$ cat src/rtl/ysyx_23060187_pkg.sv
// Shared definitions for the ysyx_23060187 NPC core: sequencer states,
// reset constants and base opcodes used by the decoder.
package ysyx_23060187_pkg;

   typedef enum logic [2:0] {
      S_FETCH = 3'd0,
      S_EXEC  = 3'd1,
      S_MEM   = 3'd2,
      S_WB    = 3'd3,
      S_HALT  = 3'd4
   } state_e;

   localparam logic [31:0] RESET_PC_DEF = 32'h8000_0000;
   localparam logic [31:0] NOP_INST     = 32'h0000_0013;

   localparam logic [6:0] OP_LOAD   = 7'b000_0011;
   localparam logic [6:0] OP_STORE  = 7'b010_0011;
   localparam logic [6:0] OP_IMM    = 7'b001_0011;
   localparam logic [6:0] OP_REG    = 7'b011_0011;
   localparam logic [6:0] OP_BRANCH = 7'b110_0011;
   localparam logic [6:0] OP_JAL    = 7'b110_1111;
   localparam logic [6:0] OP_JALR   = 7'b110_0111;
   localparam logic [6:0] OP_SYSTEM = 7'b111_0011;

endpackage

$ cat src/rtl/ysyx_23060187_wdog.sv
// Bus-wait watchdog: counts enabled cycles up to WDOG_MAX and flags the
// cycle on which the limit would be reached while still waiting.
module ysyx_23060187_wdog #(
   parameter int unsigned WDOG_MAX = 255
) (
   input  logic clk,
   input  logic rst,
   input  logic clr_i,
   input  logic en_i,
   output logic expire_o
);

   localparam int unsigned CW = $clog2(WDOG_MAX + 1);

   logic [CW-1:0] cnt_q, cnt_d;

   always_comb begin
      cnt_d = cnt_q;
      if (clr_i) begin
         cnt_d = '0;
      end else if (en_i && (cnt_q != CW'(WDOG_MAX))) begin
         cnt_d = cnt_q + CW'(1);
      end
   end

   always_ff @(posedge clk or posedge rst) begin
      if (rst) cnt_q <= '0;
      else     cnt_q <= cnt_d;
   end

   // A ready in the limit cycle drops en_i, so it wins over the error.
   assign expire_o = en_i && (cnt_q == CW'(WDOG_MAX - 1));

endmodule

$ cat src/rtl/ysyx_23060187_seq_ctrl.sv
// Multi-cycle FETCH/EXEC/MEM/WB/HALT sequencer: owns PC, instruction
// register, request handshakes, retire/cycle counters and the watchdog.
import ysyx_23060187_pkg::*;

module ysyx_23060187_seq_ctrl #(
   parameter int unsigned     XLEN     = 32,
   parameter logic [XLEN-1:0] RESET_PC = RESET_PC_DEF,
   parameter int unsigned     WDOG_MAX = 255
) (
   input  logic            clk,
   input  logic            rst,
   output logic            ifu_req,
   output logic [XLEN-1:0] ifu_addr,
   input  logic            ifu_ready,
   input  logic [31:0]     ifu_rdata,
   output logic [31:0]     inst,
   input  logic            dec_mem,
   input  logic            dec_rd_wen,
   input  logic            dec_ebreak,
   input  logic [XLEN-1:0] next_pc,
   output logic            lsu_req,
   input  logic            lsu_ready,
   output logic            rf_wen,
   output logic [XLEN-1:0] pc,
   output logic            retire,
   output logic            halted,
   output logic            bus_err,
   output logic [63:0]     cycle_cnt,
   output logic [63:0]     instret_cnt
);

   state_e          state_q, state_d;
   logic            ifu_req_q, ifu_req_d;
   logic [XLEN-1:0] pc_q, pc_d;
   logic [XLEN-1:0] npc_q, npc_d;
   logic [31:0]     inst_q, inst_d;
   logic            mem_q, mem_d;
   logic            wen_q, wen_d;
   logic            ebr_q, ebr_d;
   logic            bus_err_q, bus_err_d;
   logic [63:0]     cycle_q, cycle_d;
   logic [63:0]     instret_q, instret_d;
   logic            fetch_hs;
   logic            wd_en;
   logic            wd_clr;
   logic            wd_expire;

   // ifu_ready only counts while our registered request is actually up.
   assign fetch_hs = ifu_req_q && ifu_ready;
   assign wd_en    = ((state_q == S_FETCH) && ifu_req_q && !ifu_ready) ||
                     ((state_q == S_MEM) && !lsu_ready);
   assign wd_clr   = (state_d != state_q);

   ysyx_23060187_wdog #(
      .WDOG_MAX (WDOG_MAX)
   ) u_wdog (
      .clk      (clk),
      .rst      (rst),
      .clr_i    (wd_clr),
      .en_i     (wd_en),
      .expire_o (wd_expire)
   );

   always_comb begin
      state_d   = state_q;
      pc_d      = pc_q;
      npc_d     = npc_q;
      inst_d    = inst_q;
      mem_d     = mem_q;
      wen_d     = wen_q;
      ebr_d     = ebr_q;
      bus_err_d = bus_err_q;
      cycle_d   = cycle_q + 64'd1;
      instret_d = instret_q;
      lsu_req   = 1'b0;
      rf_wen    = 1'b0;
      retire    = 1'b0;
      halted    = 1'b0;
      case (state_q)
         S_FETCH: begin
            if (fetch_hs) begin
               inst_d  = ifu_rdata;
               state_d = S_EXEC;
            end else if (wd_expire) begin
               bus_err_d = 1'b1;
               state_d   = S_HALT;
            end
         end
         S_EXEC: begin
            mem_d   = dec_mem;
            wen_d   = dec_rd_wen;
            ebr_d   = dec_ebreak;
            npc_d   = next_pc;
            state_d = dec_mem ? S_MEM : S_WB;
         end
         S_MEM: begin
            lsu_req = 1'b1;
            if (lsu_ready) begin
               state_d = S_WB;
            end else if (wd_expire) begin
               bus_err_d = 1'b1;
               state_d   = S_HALT;
            end
         end
         S_WB: begin
            rf_wen    = wen_q;
            retire    = 1'b1;
            pc_d      = npc_q;
            instret_d = instret_q + 64'd1;
            state_d   = ebr_q ? S_HALT : S_FETCH;
         end
         S_HALT: begin
            halted = 1'b1;
         end
         default: begin
            bus_err_d = 1'b1;
            state_d   = S_HALT;
         end
      endcase
      ifu_req_d = (state_d == S_FETCH);
   end

   always_ff @(posedge clk or posedge rst) begin
      if (rst) begin
         state_q   <= S_FETCH;
         ifu_req_q <= 1'b0;
         pc_q      <= RESET_PC;
         npc_q     <= RESET_PC;
         inst_q    <= NOP_INST;
         mem_q     <= 1'b0;
         wen_q     <= 1'b0;
         ebr_q     <= 1'b0;
         bus_err_q <= 1'b0;
         cycle_q   <= 64'd0;
         instret_q <= 64'd0;
      end else begin
         state_q   <= state_d;
         ifu_req_q <= ifu_req_d;
         pc_q      <= pc_d;
         npc_q     <= npc_d;
         inst_q    <= inst_d;
         mem_q     <= mem_d;
         wen_q     <= wen_d;
         ebr_q     <= ebr_d;
         bus_err_q <= bus_err_d;
         cycle_q   <= cycle_d;
         instret_q <= instret_d;
      end
   end

   assign ifu_req     = ifu_req_q;
   assign ifu_addr    = pc_q;
   assign pc          = pc_q;
   assign inst        = inst_q;
   assign bus_err     = bus_err_q;
   assign cycle_cnt   = cycle_q;
   assign instret_cnt = instret_q;

endmodule
$ cat config.mk
export PLATFORM = sky130hd
export DESIGN_NAME = ysyx_23060187_seq_ctrl
export DESIGN_NICKNAME = d
export VERILOG_FILES = /design/src/rtl/ysyx_23060187_pkg.sv /design/src/rtl/ysyx_23060187_wdog.sv /design/src/rtl/ysyx_23060187_seq_ctrl.sv
export SDC_FILE = /design/constraint.sdc
export NUM_CORES = 1
export LEC_CHECK = 0
export CORE_ASPECT_RATIO = 2
export CORE_UTILIZATION = 45
export DETAILED_ROUTE_END_ITERATION = 7
export PLACE_DENSITY = 0.76
export REMOVE_ABC_BUFFERS = 1
export SLEW_MARGIN = 0
export SYNTH_ARGS = -nofsm -noshare
export SYNTH_HDL_FRONTEND = slang
export SYNTH_HIERARCHICAL = 1
export SYNTH_SLANG_ARGS = --single-unit
$ cat constraint.sdc
create_clock -name clk -period 25.8 [get_ports clk]
set_clock_uncertainty 0.1 [all_clocks]
set_input_delay 6.45 -clock clk [delete_from_list [all_inputs] [get_ports clk]]
set_output_delay 6.45 -clock clk [all_outputs]
set_load 0.005 [all_outputs]
==> results of run 1 <==
[per-stage QoR]
stage | power, mW | utilization
2_1_floorplan | 0.387 | -
3_3_place_gp | 0.400 | 0.590
3_5_place_dp | 0.401 | 0.590
4_1_cts | 0.758 | 0.623
5_1_grt | 0.773 | 0.624
6_report | 0.748 | 0.624
[how the worst min path moves through the flow]
| stage | startpoint | end | slack, ps |
|---|---|---|---|
| floorplan | npc_q[31]$_DFFE_PP1P_ | ifu_addr[31]$_DFFE_PP1N_ | 330 |
| global placement | npc_q[31]$_DFFE_PP1P_ | ifu_addr[31]$_DFFE_PP1N_ | 340 |
| detailed placement | npc_q[31]$_DFFE_PP1P_ | ifu_addr[31]$_DFFE_PP1N_ | 350 |
| CTS | npc_q[31]$_DFFE_PP1P_ | ifu_addr[31]$_DFFE_PP1N_ | 360 |
| global route | npc_q[14]$_DFFE_PP0P_ | ifu_addr[14]$_DFFE_PP0N_ | 370 |
| finish | npc_q[31]$_DFFE_PP1P_ | ifu_addr[31]$_DFFE_PP1N_ | 350 |
[layout by cell type, fill, tap and decap left out, types with 3 or more instances in the layout]
cell type / n
and4_1: 12
clkbuf_8: 3
a21oi_1: 6
xnor2_1: 66
nor3_2: 3
and3_1: 17
nor4_2: 3
nand4b_1: 3
bufinv_16: 4
clkbuf_16: 23
and2_1: 10
clkinv_2: 4
clkdlybuf4s50_1: 300
nand2_1: 158
inv_1: 17
nand3_1: 41
dfrtp_1: 234
nor3_1: 29
nor4b_1: 3
nor2_1: 49
nor4_1: 18
buf_4: 6
nand3b_1: 3
dfstp_2: 5
xor2_1: 59
clkbuf_1: 6
ha_1: 4
nand4_1: 42
or3_1: 9
mux2_2: 66
[layer usage]
layer  vias up  wire (um)
met5         -          0
li1       3743          -
met2       245      14800
met3        55       1450
met1      4012       9790
met4         0        913
[power by group]
| group | internal (mW) | leakage (nW) | switching [mW] | total (mW) |
|---|---|---|---|---|
| combinational | 0.00952 | 2.99 | 0.00882 | 0.0183 |
| sequential | 0.375 | 3.30 | 0 | 0.375 |
| clock | 0.212 | 0.384 | 0.143 | 0.355 |
| total | 0.597 | 6.67 | 0.152 | 0.748 |
[registers in the layout, indices dropped and copies added, names as in the netlist]
name	count
state_q	3
ifu_req	1
wen_q	1
npc_q	32
ebr_q	1
bus_err	1
u_wdog/cnt_q	8
instret_cnt	64
ifu_addr	32
inst	32
cycle_cnt	64
[cell type report]
cell class	count	area, um^2	area share
Multi-Input combinational cell	635	4240	0.293
Sequential cell	239	5990	0.413
Clock inverter	8	140	0.00968
Clock buffer	32	639	0.0441
Inverter	18	75.1	0.00518
Tap cell	283	354	0.0244
Timing Repair Buffer	306	3050	0.210
Antenna cell	1	2.50	0.000173
[logic make-up (layout without fill, tap and decap cells)]
| group | Yosys count | in the layout | share of synthesized area |
|---|---|---|---|
| muxes | 67 | 67 | 0.0707 |
| buffers and inverters | 79 | 364 | 0.0411 |
| adders and majority gates | 4 | 4 | 0.00470 |
| and+or+nand+nor | 422 | 422 | 0.208 |
| DFF | 239 | 239 | 0.562 |
| other | 0 | 1 | 0 |
| AOI/OAI and AO/OA | 16 | 16 | 0.00928 |
| xor gates and xnor gates | 126 | 126 | 0.104 |
[worst max-delay path, delay by kind of cell (launching register included)]
kind | cells | cell delay [ps]
flip-flops | 1 | 560
buffers and inverters | 3 | 1350
AND/OR/NAND/NOR | 2 | 660
==> impl_metrics.tcl, run 1 <==
set metrics [dict create \
    overflow 0 \
    place_congestion 0.877 \
    die-width_um 111 \
    yosysWarnings 6 \
    first_pass_iters 4 \
    drc_errors 0 \
    first_iter_violations 400 \
    ant_nets 0 \
    yosysMostFrequentCell "dfrtp_1" \
    tns_ps 0 \
    cts.clk_slew.worst_paths_ps 60 \
    die_area_mm2 0.0243 \
    ys_types 54 \
    dp_hpwl_um 19500 \
    startpoint_type "flip-flop" \
    synth_area_leaders "dfrtp_1 (55%), mux2_2 (7.0%), nand2_1 (5.6%)" \
    nNetsFinal 1297 \
    post_cts_buffers 0 \
    cts_tree "yes" \
    cts_resized 0 \
    cap_violations 0 \
    initial_core_util 0.458 \
    finalInstanceArea_mm2 0.0145 \
    post_drt_wl_per_cell_um 17.7 \
    fill_cells 1838 \
    slowest_stage "dfrtp_1" \
    synth_cells 953 \
    avgSynthCellArea_um2 11.2 \
    layout-drive-gt1-share 0.109 \
    std_cell_rows 79 \
    htreeDepth 1 \
    powerDensity_mw_per_mm2 51.7 \
    cp_slowest_stage_delay_ps 560 \
    grt_pass1_wl_um 43100 \
    path_cells "nand3b_4 > inv_1 > buf_4 > and2_1 > clkdlybuf4s50_1" \
    cts_root_buf "clkbuf_16" \
    max_freq_ghz 0.104 \
    drv_slew 0 \
    final_cells 1522 \
    fin_hold_ws_ps 353 \
    crit_path_start "state_q[1]$_DFF_PP0_" \
    hold_depth 2 \
    layout_min_cycle_time_ps 9640 \
    use_met3 0.0407 \
    detail_route.vias_per_cell 5.29 \
    synth_top_area_cell "dfrtp_1" \
    synth_ff_type "dfrtp_1" \
    regToRegSetupSlack_ps 22710 \
    placed_cells 1481 \
    grt_max_degree 114 \
    async_reset_ff_frac 1.00 \
    setup_viol 0 \
    timing.final.crit_share 0.374 \
    p_leak_nw 6.67 \
    cp-endpoint "rf_wen" \
    rsz0062_at_grt "no" \
    core_area_mm2 0.0232 \
    numCtsBuffers 22 \
    syn_to_final_growth_pct 36.0 \
    globalRouteMet1Util 0.243 \
    timing.rr.start "state_q[1]$_DFF_PP0_" \
    layout_setup_ws_ps 16160 \
    report.final.hold_viol_count 0 \
    yosys.area.top_type_share 0.550 \
    place_ws_ps 16670 \
    clk_latency_ps 520 \
    antenna_found_initial 1 \
    crit_path_end_kind "primary output" \
    route.final.wire_length_um 27000 \
    ioPinCount 301 \
    grt_pass1_vias 8250 \
    ctsHoldBuffers 0 \
    relSlewSlack 0.283 \
    worstMarginPinSlew_ps 1070 \
    ys_seq_area_frac 0.562 \
    busiest_layer "met2" \
    place_area_mm2 0.0137 \
    io_buffers 300 \
    vias 8055 \
    hp-class "reg2reg" \
    r2r-end "instret_cnt[63]$_DFFE_PP0N_" \
    worstPathMaxFanout 42 \
    track_usage 0.220 \
    syn_area_mm2 0.0106 \
    critPathArrivalTime_ps 3090 \
    fp.dieH_um 220 \
    required_ps 19250 \
    r2r_cells 5 \
    critPathKind "reg2out" \
    vdd_drop_max_mv 0.0595 \
    synth-edff-count 0 \
    grt.met2_usage 0.409 \
    synth_common_cells "dfrtp_1 (234), nand2_1 (158), mux2_2 (66), xnor2_1 (66), xor2_1 (59)" \
    clk_path_buf_depth 3 \
    synth-seq-cells 239 \
    clock-sinks 239 \
    outcome "finished, final reports clean" \
]
Note: power is estimated with default switching activity, not from simulation.
==> run 2: changes to the inputs <==
- CORE_UTILIZATION: 45 -> 44
- PLACE_DENSITY: 0.76 -> 0.77
- clock period: 25.8 -> 7.7 ns (I/O delays scaled with it)
==> impl_metrics.tcl, run 2 (same netlist as run 1, synthesis figures left out) <==
set metrics [dict create \
    outcome "finished with violations" \
    violations "DRC" \
    layout-drive-gt1-share 0.109 \
    grt_pass1_vias 8286 \
    startpoint_type "flip-flop" \
    hold_path_end "ifu_addr[31]$_DFFE_PP1N_" \
    cts.clk_slew.worst_paths_ps 60 \
    clk_path_buf_depth 3 \
    mostFrequentLayoutCells "clkdlybuf4s50_1 (300), dfrtp_1 (234), nand2_1 (158)" \
    layout_min_cycle_time_ps 5180 \
    place_area_mm2 0.0137 \
    vias 8103 \
    p_leak_nw 6.60 \
    cts_root_buf "clkbuf_16" \
    track_usage 0.225 \
    fill_cells 2002 \
    worstPathMaxFanout 42 \
    hp-class "reg2reg" \
    fin_hold_ws_ps 342 \
    io_buffers 300 \
    r2r-end "instret_cnt[51]$_DFFE_PP0N_" \
    report.final.hold_viol_count 0 \
    syn_to_final_growth_pct 35.0 \
    ant_nets 0 \
    place_ws_ps 3010 \
    grt_max_degree 135 \
    post_drt_wl_per_cell_um 18.3 \
    utilization 0.603 \
    critPathKind "reg2out" \
    detail_route.vias_per_cell 5.31 \
    cts_tree "yes" \
    layout_setup_ws_ps 2520 \
    p_total_mw 2.35 \
    first_iter_violations 363 \
    overflow 0 \
    setup_viol 0 \
    timing.final.crit_share 0.673 \
    htreeDepth 1 \
    clock-sinks 239 \
    cap_violations 0 \
    required_ps 5680 \
    core_area_mm2 0.0238 \
    finalInstanceArea_mm2 0.0144 \
    rsz0062_at_grt "no" \
    vdd_drop_max_mv 0.153 \
    post_cts_buffers 0 \
    final_common_cell "clkdlybuf4s50_1" \
    numCtsBuffers 23 \
    clk_latency_ps 520 \
    cts_resized 0 \
    max_freq_ghz 0.193 \
    route.final.wire_length_um 28000 \
    ctsHoldBuffers 0 \
    initial_core_util 0.447 \
    hold_depth 2 \
    timing.rr.start "state_q[1]$_DFF_PP0_" \
    first_pass_iters 8 \
    std_cell_rows 80 \
    relSlewSlack 0.237 \
    die_area_mm2 0.0249 \
    drv_slew 0 \
    die-width_um 112 \
    min-delay-start "npc_q[31]$_DFFE_PP1P_" \
    powerDensity_mw_per_mm2 164 \
    ioPinCount 301 \
    r2r_cells 5 \
    critPathArrivalTime_ps 3160 \
    dp_hpwl_um 20400 \
    drc_errors 18 \
    fp.dieH_um 222 \
    regToRegSetupSlack_ps 4560 \
    place_congestion 0.828 \
    nNetsFinal 1298 \
    worstMarginPinSlew_ps 1130 \
    crit_path_end_kind "primary output" \
    antenna_found_initial 1 \
    grt_pass1_wl_um 44200 \
]
==> run 2: cell count changes in the layout (fill, tap and decap cells not counted) <==
| cell | previous run | this run |
|---|---|---|
| bufinv_16 | 4 | 0 |
| clkinvlp_4 | 0 | 2 |
| clkbuf_1 | 6 | 5 |
| clkbuf_8 | 3 | 0 |
| nand2b_2 | 1 | 0 |
| nand2b_1 | 2 | 3 |
| inv_1 | 17 | 16 |
| clkinv_2 | 4 | 8 |
| clkinv_4 | 0 | 2 |
| clkinv_1 | 0 | 1 |
==> run 2: cell type report <==
type                            count  area [um^2]  share of cell area
Multi-Input combinational cell    635         4240               0.295
Clock inverter                     12         72.6             0.00505
Tap cell                          287          359              0.0250
Sequential cell                   239         5990               0.417
Antenna cell                        1         2.50            0.000174
Inverter                           18         75.1             0.00522
Clock buffer                       28          594              0.0413
Timing Repair Buffer              306         3050               0.212
==> run 2: worst max-delay path by stage <==
stage	start	endpoint	slack, ps	depth (start not counted)
after CTS	state_q[2]$_DFF_PP0_	retire	2450	4
after detailed placement	state_q[2]$_DFF_PP0_	retire	3010	4
after global routing	state_q[2]$_DFF_PP0_	retire	2340	4
final	state_q[2]$_DFF_PP0_	retire	2520	4
after floorplan	rst	bus_err$_DFFE_PP0P_	-650	1
after global placement	state_q[2]$_DFF_PP0_	retire	3050	4
==> run 2: worst max-delay path, stage by stage (launching register included) <==
cell and delay (ps):
dfrtp_1 500, nand3b_4 530, clkinv_1 670, buf_4 430, clkdlybuf4s50_1 490
==> run 2: per-stage QoR <==
| stage | std cells | setup TNS [ps] |
|---|---|---|
| final | 1526 | 0 |
| after global routing | 1526 | 0 |
| after CTS | 1525 | 0 |
| after detailed placement | 1485 | 0 |
| after global placement | 1485 | 0 |
| after floorplan | 892 | -146820 |
==> run 2: per-layer routing <==
layer,track usage,vias up,share of wire,routed length (um)
li1,-,3753,-,-
met1,0.253,4051,0.38,10500
met2,0.412,244,0.53,14900
met3,0.0336,55,0.051,1440
met4,0.105,0,0.039,1100
met5,0,-,0,0
==> run 2: power breakdown <==
group	leakage [nW]	switching [mW]	internal [mW]	total [mW]
clock network	0.329	0.482	0.553	1.03
logic	2.98	0.0301	0.0320	0.0620
registers	3.30	0	1.26	1.26
total	6.60	0.512	1.84	2.35
